### config.mk
export PLATFORM = sky130hd
export DESIGN_NAME = tts_controller
export DESIGN_NICKNAME = d
export VERILOG_FILES = /design/src/rtl/tts_controller.sv
export SDC_FILE = /design/constraint.sdc
export NUM_CORES = 1
export LEC_CHECK = 0
export CAP_MARGIN = 0
export CORE_MARGIN = 3
export CORE_UTILIZATION = 47
export DETAILED_ROUTE_END_ITERATION = 6
export PLACE_DENSITY = 0.75
export SLEW_MARGIN = 0
export SYNTH_ARGS = -nofsm -noshare
export SYNTH_HDL_FRONTEND = slang
export SYNTH_SLANG_ARGS = --single-unit
### constraint.sdc
create_clock -name clk -period 2.6 [get_ports clk]
set_input_delay 0.65 -clock clk [delete_from_list [all_inputs] [get_ports clk]]
set_output_delay 0.65 -clock clk [all_outputs]
set_load 0.005 [all_outputs]
### src/rtl/tts_controller.sv
// -----------------------------------------------------------------------------
// tts_controller
//
// Condenses the raw error, sync-lost and DDR3 overflow flags into one
// registered 4-bit TTS state for the DAQ link. Error and sync-lost flags are
// latched until software clears them. The overflow warning is debounced with
// hysteresis. Any move to a lower-priority state waits out a minimum dwell
// time, so the DAQ never sees the state chatter.
//
// Parameters
//   MIN_HOLD  cycles a non-disconnected state is held before a downgrade (>=1)
//   OVFL_ON   consecutive high overflow samples that assert the warning  (>=1)
//   OVFL_OFF  consecutive low overflow samples that clear the warning   (>=1)
//
// Ports
//   clk                in   clock
//   reset              in   synchronous, active-high reset
//   enable             in   DAQ link up / TTS enabled; low forces Disconnected
//   error_in[4:0]      in   {unknown_ttc, trig_rate, pll_unlock, data_corrupt, ttc_ready}
//   sync_lost_in[3:0]  in   {type_from_cm, type_from_tt, num_from_cm, num_from_tt}
//   overflow_in        in   raw DDR3 overflow warning
//   clear_errors       in   one-cycle pulse that clears the sticky latches
//   tts_state[3:0]     out  0000 Disc, 1100 Error, 0010 SyncLost, 0001 Ovfl, 1000 Ready
//   error_latched      out  sticky copy of error_in
//   sync_lost_latched  out  sticky copy of sync_lost_in
//   overflow_active    out  debounced overflow warning
//   tts_change         out  one-cycle pulse in the cycle after tts_state changed
//   tts_change_count   out  number of tts_state changes, saturating at 0xFFFF
// -----------------------------------------------------------------------------
module tts_controller #(
    parameter int MIN_HOLD = 1024,
    parameter int OVFL_ON  = 16,
    parameter int OVFL_OFF = 256
) (
    input  logic        clk,
    input  logic        reset,
    input  logic        enable,
    input  logic [4:0]  error_in,
    input  logic [3:0]  sync_lost_in,
    input  logic        overflow_in,
    input  logic        clear_errors,
    output logic [3:0]  tts_state,
    output logic [4:0]  error_latched,
    output logic [3:0]  sync_lost_latched,
    output logic        overflow_active,
    output logic        tts_change,
    output logic [15:0] tts_change_count
);

    // State encoding is the TTS code itself, so tts_state is the state register.
    typedef enum logic [3:0] {
        ST_DISC      = 4'b0000,
        ST_ERROR     = 4'b1100,
        ST_SYNC_LOST = 4'b0010,
        ST_OVFL      = 4'b0001,
        ST_READY     = 4'b1000
    } state_t;

    localparam int HOLD_W  = (MIN_HOLD > 1) ? $clog2(MIN_HOLD) : 1;
    // One run counter serves both debounce directions; size it for the longer.
    localparam int RUN_MAX = (OVFL_ON > OVFL_OFF) ? OVFL_ON : OVFL_OFF;
    localparam int RUN_W   = (RUN_MAX > 1) ? $clog2(RUN_MAX) : 1;

    localparam logic [HOLD_W-1:0] HOLD_LAST = HOLD_W'(MIN_HOLD - 1);
    localparam logic [RUN_W-1:0]  ON_LAST   = RUN_W'(OVFL_ON - 1);
    localparam logic [RUN_W-1:0]  OFF_LAST  = RUN_W'(OVFL_OFF - 1);

    // ---------------------------------------------------------------- latches
    // Errors occupy [8:4], sync-lost flags [3:0].
    logic [8:0] r_latch;
    logic [8:0] w_latch_in;
    logic [8:0] w_latch_next;

    assign w_latch_in = {error_in, sync_lost_in};

    // A bit whose input is high on the clearing edge stays set.
    generate
        for (genvar gi = 0; gi < 9; gi++) begin : g_latch
            assign w_latch_next[gi] = w_latch_in[gi] | (r_latch[gi] & ~clear_errors);
        end
    endgenerate

    always_ff @(posedge clk) begin
        if (reset) begin
            r_latch <= '0;
        end else begin
            r_latch <= w_latch_next;
        end
    end

    // --------------------------------------------------------------- debounce
    logic             r_ovfl_active;
    logic [RUN_W-1:0] r_run;

    // r_run counts samples that disagree with the current debounced value;
    // the flip happens on the edge that samples the final required one.
    always_ff @(posedge clk) begin
        if (reset) begin
            r_ovfl_active <= 1'b0;
            r_run         <= '0;
        end else if (overflow_in == r_ovfl_active) begin
            r_run <= '0;
        end else if (r_run == (r_ovfl_active ? OFF_LAST : ON_LAST)) begin
            r_ovfl_active <= ~r_ovfl_active;
            r_run         <= '0;
        end else begin
            r_run <= r_run + 1'b1;
        end
    end

    // -------------------------------------------------------------------- FSM
    function automatic logic [2:0] rank_of(input state_t s);
        case (s)
            ST_ERROR:     rank_of = 3'd4;
            ST_SYNC_LOST: rank_of = 3'd3;
            ST_OVFL:      rank_of = 3'd2;
            ST_READY:     rank_of = 3'd1;
            default:      rank_of = 3'd0;
        endcase
    endfunction

    state_t            r_state;
    state_t            r_prev_state;
    logic [HOLD_W-1:0] r_hold;
    logic              r_tts_change;
    logic [15:0]       r_change_count;
    state_t            w_req;
    state_t            w_next;

    // Requested class comes from the registered latches, which gives the
    // two-edge latency from a raw flag to tts_state.
    always_comb begin
        w_req = ST_READY;
        if (|r_latch[8:4]) begin
            w_req = ST_ERROR;
        end else if (|r_latch[3:0]) begin
            w_req = ST_SYNC_LOST;
        end else if (r_ovfl_active) begin
            w_req = ST_OVFL;
        end
    end

    always_comb begin
        w_next = r_state;
        if (!enable) begin
            w_next = ST_DISC;
        end else if (r_state == ST_DISC) begin
            w_next = w_req;
        end else if (rank_of(w_req) > rank_of(r_state)) begin
            w_next = w_req;
        end else if ((rank_of(w_req) < rank_of(r_state)) && (r_hold == HOLD_LAST)) begin
            // r_hold saturates at HOLD_LAST, so equality means the dwell is over.
            w_next = w_req;
        end
    end

    // tts_change / count compare against the previous state, placing the
    // pulse in the cycle after the visible change.
    always_ff @(posedge clk) begin
        if (reset) begin
            r_state        <= ST_DISC;
            r_prev_state   <= ST_DISC;
            r_hold         <= '0;
            r_tts_change   <= 1'b0;
            r_change_count <= '0;
        end else begin
            r_state      <= w_next;
            r_prev_state <= r_state;
            if (w_next != r_state) begin
                r_hold <= '0;
            end else if (r_hold != HOLD_LAST) begin
                r_hold <= r_hold + 1'b1;
            end
            if (r_state != r_prev_state) begin
                r_tts_change <= 1'b1;
                if (r_change_count != 16'hFFFF) begin
                    r_change_count <= r_change_count + 16'd1;
                end
            end else begin
                r_tts_change <= 1'b0;
            end
        end
    end

    assign tts_state         = r_state;
    assign error_latched     = r_latch[8:4];
    assign sync_lost_latched = r_latch[3:0];
    assign overflow_active   = r_ovfl_active;
    assign tts_change        = r_tts_change;
    assign tts_change_count  = r_change_count;

endmodule

==> results of run 1 <==
## through the flow
step / power (mW) / util
2_1_floorplan: 1.04 / -
3_3_place_gp: 1.14 / 0.600
3_5_place_dp: 1.15 / 0.600
4_1_cts: 1.79 / 0.626
5_1_grt: 1.85 / 0.627
6_report: 1.77 / 0.627
## report_power, final
| part | switching (mW) | internal, mW |
|---|---|---|
| clock | 0.255 | 0.382 |
| combinational | 0.122 | 0.131 |
| sequential | 0.0407 | 0.840 |
## cell type report
class,instances,area [um^2]
fill,446,1950
tap,70,87.6
clock inverter,3,65.1
clock buffer,5,68.8
inverter,10,37.5
sequential,53,1060
timing repair buffer,53,508
multi-input combinational,221,1460
## cells by family after synthesis
group,after synthesis
compound gates,52
fa+ha+maj,6
xor+xnor,31
simple gates,126
mux,6
flops,53
buf+inv,23
## registers in the layout (all words and copies together), names as in the netlist
signal and count:
r_latch 9, tts_state 4, r_run 8, tts_change 1
overflow_active 1, tts_change_count 16, r_prev_state 4, r_hold 10
## routing by layer
metal | global-route usage | wire length (um) | part of all wire
met2 | 0.296 | 2620 | 0.47
met4 | 0.0659 | 101 | 0.018
met1 | 0.241 | 2640 | 0.47
met3 | 0.0348 | 231 | 0.041
met5 | 0 | 0 | 0
## worst max path at each step
stage	startpoint	endpoint	slack (ns)	cells after the start
2_1_floorplan	r_latch[4]$_SDFF_PP0_	r_hold[0]$_SDFFE_PP0P_	0.17	8
4_1_cts	r_latch[4]$_SDFF_PP0_	r_hold[9]$_SDFFE_PP0P_	0.09	8
5_1_grt	r_latch[4]$_SDFF_PP0_	r_hold[9]$_SDFFE_PP0P_	0.05	8
3_5_place_dp	r_latch[4]$_SDFF_PP0_	r_hold[9]$_SDFFE_PP0P_	0.1	8
6_report	r_latch[4]$_SDFF_PP0_	r_hold[9]$_SDFFE_PP0P_	0.19	8
3_3_place_gp	r_latch[4]$_SDFF_PP0_	r_hold[5]$_SDFFE_PP0P_	0.21	8
## worst max-delay path: cells and delay by family (launching register included)
family                   cells  cell delay, ns
AND/OR/NAND/NOR              3            0.74
AO/OA/AOI/OAI                3            0.67
flip-flops                   1            0.34
adder cells (fa/ha/maj)      1            0.29
buffers and inverters        1            0.24
## synth_stat cells, drive strengths merged, types with 3 or more instances
cell      n
a2111oi   6
a211oi    7
a21oi    23
and3      5
and4      3
buf       6
clkbuf    7
dfxtp    53
ha        6
inv       9
mux2i     5
nand2    19
nand2b    3
nand3    17
nand4     7
nor2     46
nor2b     4
nor3      6
nor4      7
o211ai    5
xnor2    24
xor2      7
==> impl_metrics.csv, run 1 <==
group,metric,value,unit
power_and_ir_drop,ir_drop,292,uV
cts,cts_resized,0,
synth,synth_cell_types,47,
global_routing,antenna_found_initial,0,
layout,drive_above_1_share,0.0783,
timing,fin_skew,0.00939,ns
die,start_util,0.499,
timing,worst_hold_slack,0.478,ns
synth,syn_avg_cell_area,8.80,um^2
synth,yosysTopAreaCell,"dfxtp_1",
worst_setup_path,worst_setup_path_start_kind,"flip-flop",
worst_setup_path,end_kind,"flip-flop",
layout,diodes,0,
placed_design,place_ws,0.0984,ns
global_routing,track_usage,0.183,
layout,fin_cells,415,
synth,synth-main-ff-cell,"dfxtp_1",
placed_design,postPlaceCellArea,3140,um^2
timing,tightest_slew,0.558,ns
route,first_iter_violations,101,
worst_setup_path,path_cells,"or4_1 -> a211oi_2 -> ha_1 -> nand3b_1 -> nand2_1 -> o211ai_2 -> buf_4 -> a21oi_1",
synth,ys_seq_area_frac,0.406,
timing,drv_slew,0,
hold_path,worstHoldEndpoint,"r_run[0]$_SDFF_PP0_",
layout,final_cell_mix,"53 x dfxtp_1, 46 x nor2_1, 44 x clkdlybuf4s50_1, 24 x xnor2_1, 22 x a21oi_1",
synth,synth_compound_area_frac,0.153,
global_routing,grt_pass1_vias,2072,
cts,holdBufCountCts,0,
cts,cts_buffers,5,
worst_setup_path,r2r-start,"r_latch[4]$_SDFF_PP0_",
synth,synth_area_leaders,"dfxtp_1 41%, xnor2_1 8.0%, nor2_1 6.6%",
route,ant_nets,0,
route,via_per_inst,5.45,
timing,finalSetupViolCount,0,
power_and_ir_drop,power_density,540,nW/um^2
hold_path,hold_depth,1,
route,routed_wirelength,5.59,mm
synth,syn_area,2610,um^2
layout,final_cell_area,3280,um^2
hold_path,hold_class,"flip-flop to flip-flop",
global_routing,overflow,0,
synth,synth.area.mux_share,0.0235,
worst_setup_path,cp_max_fo,10,
timing,hold_violations,0,
route,vias,2263,
cts,cts_root_buf,"clkbuf_8",
synth,synth_xor_area_frac,0.104,
synth,synth_seq_cells,53,
route,firstDrtPassIters,4,
layout,fin_nets,364,
die,ios,45,
worst_setup_path,reg2reg_to,"r_hold[9]$_SDFFE_PP0P_",
cts,post_cts_buffers,0,
synth,synth_cells,297,
worst_setup_path,arrival,2.58,ns
status,outcome,"completed",
global_routing,grt_max_degree,26,
synth,synth_top_family_by_area,"simple AND/OR/NAND/NOR gates",
cts,cts_tree,"done",
die,die_h,80.6,um
placed_design,dpl.hpwl,4.10,mm
layout,final_common_cell,"dfxtp_1",
cts,htree_levels,2,
placed_design,gp_congestion,0.822,
worst_setup_path,max_stage_delay,0.56,ns
global_routing,grt_pass1_wl,9.44,mm
timing,slew_headroom,0.619,
hold_path,hp-start,"r_run[0]$_SDFF_PP0_",
synth,synthSimpleGateAreaFrac,0.246,
die,die_x,80.6,um
die,placement_rows,26,
timing,tns,0,ns
timing,post-route-period-util,0.927,
worst_setup_path,slowest_stage,"or4_1",
synth,yosys_warnings,0,
placed_design,portBuffers,44,
worst_setup_path,crit_required,2.77,ns
worst_setup_path,r2r_setup_slack,0.19,ns
synth,synth_top_area_share,0.406,
timing,fmax,415,MHz
cts,worstSkewPairLatency,0.30,ns
worst_setup_path,r2r_cells,8,
die,dieArea,6490,um^2
layout,area_delta_synth_final,25.7,%
die,coreArea,5240,um^2
synth,async_flop_share,0,
cts,cts_buffer_depth,2,
synth,syn_nets,317,
cts,clk_pin_slew_worst_paths,0.09,ns
route,wire_per_inst,13.5,um
timing,rsz0062_at_grt,"false",
synth,synth-edff-count,0,
timing,fin_ws,0.189,ns
worst_setup_path,path_class,"flip-flop to flip-flop",
route,drcViolationCount,0,
timing,layout_min_cycle_time,2.41,ns
placed_design,placed_cells,407,
run,cap_viol_max_count,0,
cts,cts.sinks,53,
synth,synthAdderAreaFrac,0.0287,
power_and_ir_drop,p_leak,1.17,nW
No activity file was read; power rests on OpenSTA's default activity.
==> inputs of run 2 (changes only) <==
--- a/config.mk
+++ b/config.mk
@@ -10,7 +10,7 @@
 export CORE_UTILIZATION = 47
 export DETAILED_ROUTE_END_ITERATION = 6
 export PLACE_DENSITY = 0.75
-export SLEW_MARGIN = 0
+export SLEW_MARGIN = 5
 export SYNTH_ARGS = -nofsm -noshare
 export SYNTH_HDL_FRONTEND = slang
 export SYNTH_SLANG_ARGS = --single-unit
==> results of run 2 <==
No change in the layout: final DEF, timing and power equal those of run 1.
==> inputs of run 3 (changes only) <==
--- a/config.mk
+++ b/config.mk
@@ -8,6 +8,7 @@
 export CAP_MARGIN = 0
 export CORE_MARGIN = 3
 export CORE_UTILIZATION = 47
+export CTS_BUF_LIST = sky130_fd_sc_hd__clkbuf_16
 export DETAILED_ROUTE_END_ITERATION = 6
 export PLACE_DENSITY = 0.75
 export SLEW_MARGIN = 5
==> run 3 against run 2 <==
Cell count is the same. Combinational power is essentially flat. Count of clock-buffer cells in the layout unchanged. Worst setup slack lost 0.046 ns. Clock skew fell by 0.0011 ns. Clock power up 30%. Critical path depth unchanged. Critical path type unchanged. Sequential share of layout area fell by 0.54 points. Die area unchanged. Cell area up 1.7%. Wire length rose by 3.0%.
==> impl_metrics.csv, run 3 (same netlist as run 1, synthesis figures left out) <==
group,metric,value,unit
cts,clk_pin_slew_worst_paths,0.06,ns
worst_setup_path,worst_setup_path_start_kind,"flip-flop",
timing,tightest_slew,0.556,ns
global_routing,grt_pass1_vias,2064,
timing,tns,0,ns
worst_setup_path,cp_max_fo,10,
hold_path,hold_class,"flip-flop to flip-flop",
layout,drive_above_1_share,0.0783,
cts,worstSkewPairLatency,0.29,ns
layout,fin_nets,364,
cts,cts_root_buf,"clkbuf_16",
route,firstDrtPassIters,4,
route,wire_per_inst,13.9,um
worst_setup_path,crit_required,2.75,ns
timing,rsz0062_at_grt,"false",
global_routing,antenna_found_initial,0,
layout,regArea,1060,um^2
layout,final_cell_mix,"53 x dfxtp_1, 46 x nor2_1, 44 x clkdlybuf4s50_1, 24 x xnor2_1, 22 x a21oi_1",
global_routing,grt_max_degree,26,
die,start_util,0.499,
timing,drv_slew,0,
timing,fin_skew,0.00833,ns
die,coreArea,5240,um^2
route,via_per_inst,5.42,
timing,post-route-period-util,0.945,
placed_design,gp_congestion,0.822,
timing,finalSetupViolCount,0,
die,placement_rows,26,
layout,n_fill_cell,444,
worst_setup_path,arrival,2.61,ns
cts,cts_tree,"done",
global_routing,track_usage,0.187,
timing,hold_violations,0,
power_and_ir_drop,ir_drop,338,uV
run,cap_viol_max_count,0,
layout,final_common_cell,"dfxtp_1",
timing,layout_min_cycle_time,2.46,ns
layout,largest_reg_flops,16,
worst_setup_path,path_class,"flip-flop to flip-flop",
status,outcome,"completed",
timing,fmax,407,MHz
placed_design,dpl.hpwl,4.10,mm
layout,diodes,0,
timing,slew_headroom,0.620,
power_and_ir_drop,p_leak,1.19,nW
layout,area_delta_synth_final,27.8,%
die,die_x,80.6,um
placed_design,placed_cells,407,
global_routing,overflow,0,
layout,multi_input_area,1460,um^2
die,die_h,80.6,um
route,routed_wirelength,5.76,mm
worst_setup_path,end_kind,"flip-flop",
route,vias,2251,
global_routing,grt_pass1_wl,9.60,mm
cts,cts.sinks,53,
layout,fin_cells,415,
placed_design,portBuffers,44,
die,dieArea,6490,um^2
cts,cts_buffer_depth,2,
die,ios,45,
cts,htree_levels,2,
power_and_ir_drop,power_density,588,nW/um^2
cts,cts_buffers,5,
route,drcViolationCount,0,
route,ant_nets,0,
route,first_iter_violations,115,
## run 3: cell counts in the layout (fill, tap and decap cells not counted)
No cell type changed its count.
## run 3: layout make-up
cell class / count / area share
tap: 70 / 0.0262
sequential: 53 / 0.318
clock inverter: 3 / 0.0195
multi-input combinational: 221 / 0.436
timing repair buffer: 53 / 0.152
inverter: 10 / 0.0112
clock buffer: 5 / 0.0375
## run 3: per-stage QoR
stage                util  setup WS (ns)  cell area (um^2)  total power, mW  hold slack, ns
finish              0.638          0.143              3340             1.96           0.473
global route        0.638         0.0186              3340             2.05           0.504
CTS                 0.637         0.0360              3330             1.98           0.474
detailed placement  0.600         0.0984              3140             1.15           0.459
global placement    0.600          0.205              3140             1.14           0.452
floorplan               -          0.169              2610             1.04           0.430
## run 3: path summary, 6_finish.rpt
kind                                       startpoint                      to  slack (ns)  depth (start not counted)
worst max-delay path            r_latch[4]$_SDFF_PP0_  r_hold[9]$_SDFFE_PP0P_        0.14                          8
worst min-delay path              r_run[0]$_SDFF_PP0_     r_run[0]$_SDFF_PP0_        0.47                          1
worst max register to register  r_latch[4]$_SDFF_PP0_  r_hold[9]$_SDFFE_PP0P_        0.14                          8
worst min register to register    r_run[0]$_SDFF_PP0_     r_run[0]$_SDFF_PP0_        0.47                          1
## run 3: repair_timing
action / CTS / global route
hold buffers: 0 / 0
buffers inserted: 0 / 0
resized for setup: 0 / 1
setup endpoints to repair: 0 / 14
## run 3: critical path: stages (launching register included)
cell,delay (ns)
dfxtp_1,0.33
or4_1,0.56
a211oi_2,0.31
ha_1,0.31
nand3b_1,0.12
nand2_1,0.07
o211ai_2,0.30
buf_4,0.24
a21oi_1,0.08
## run 3: layer usage
layer	vias up	global-route usage	share of wire
met3	10	0.0392	0.042
met5	-	0	0
li1	1152	-	-
met2	54	0.296	0.47
met4	0	0.0625	0.015
met1	1035	0.251	0.48
## run 3: power by group
group | leakage [nW] | internal (mW) | switching, mW
logic | 0.668 | 0.131 | 0.123
clock network | 0.0938 | 0.549 | 0.278
registers | 0.431 | 0.841 | 0.0412
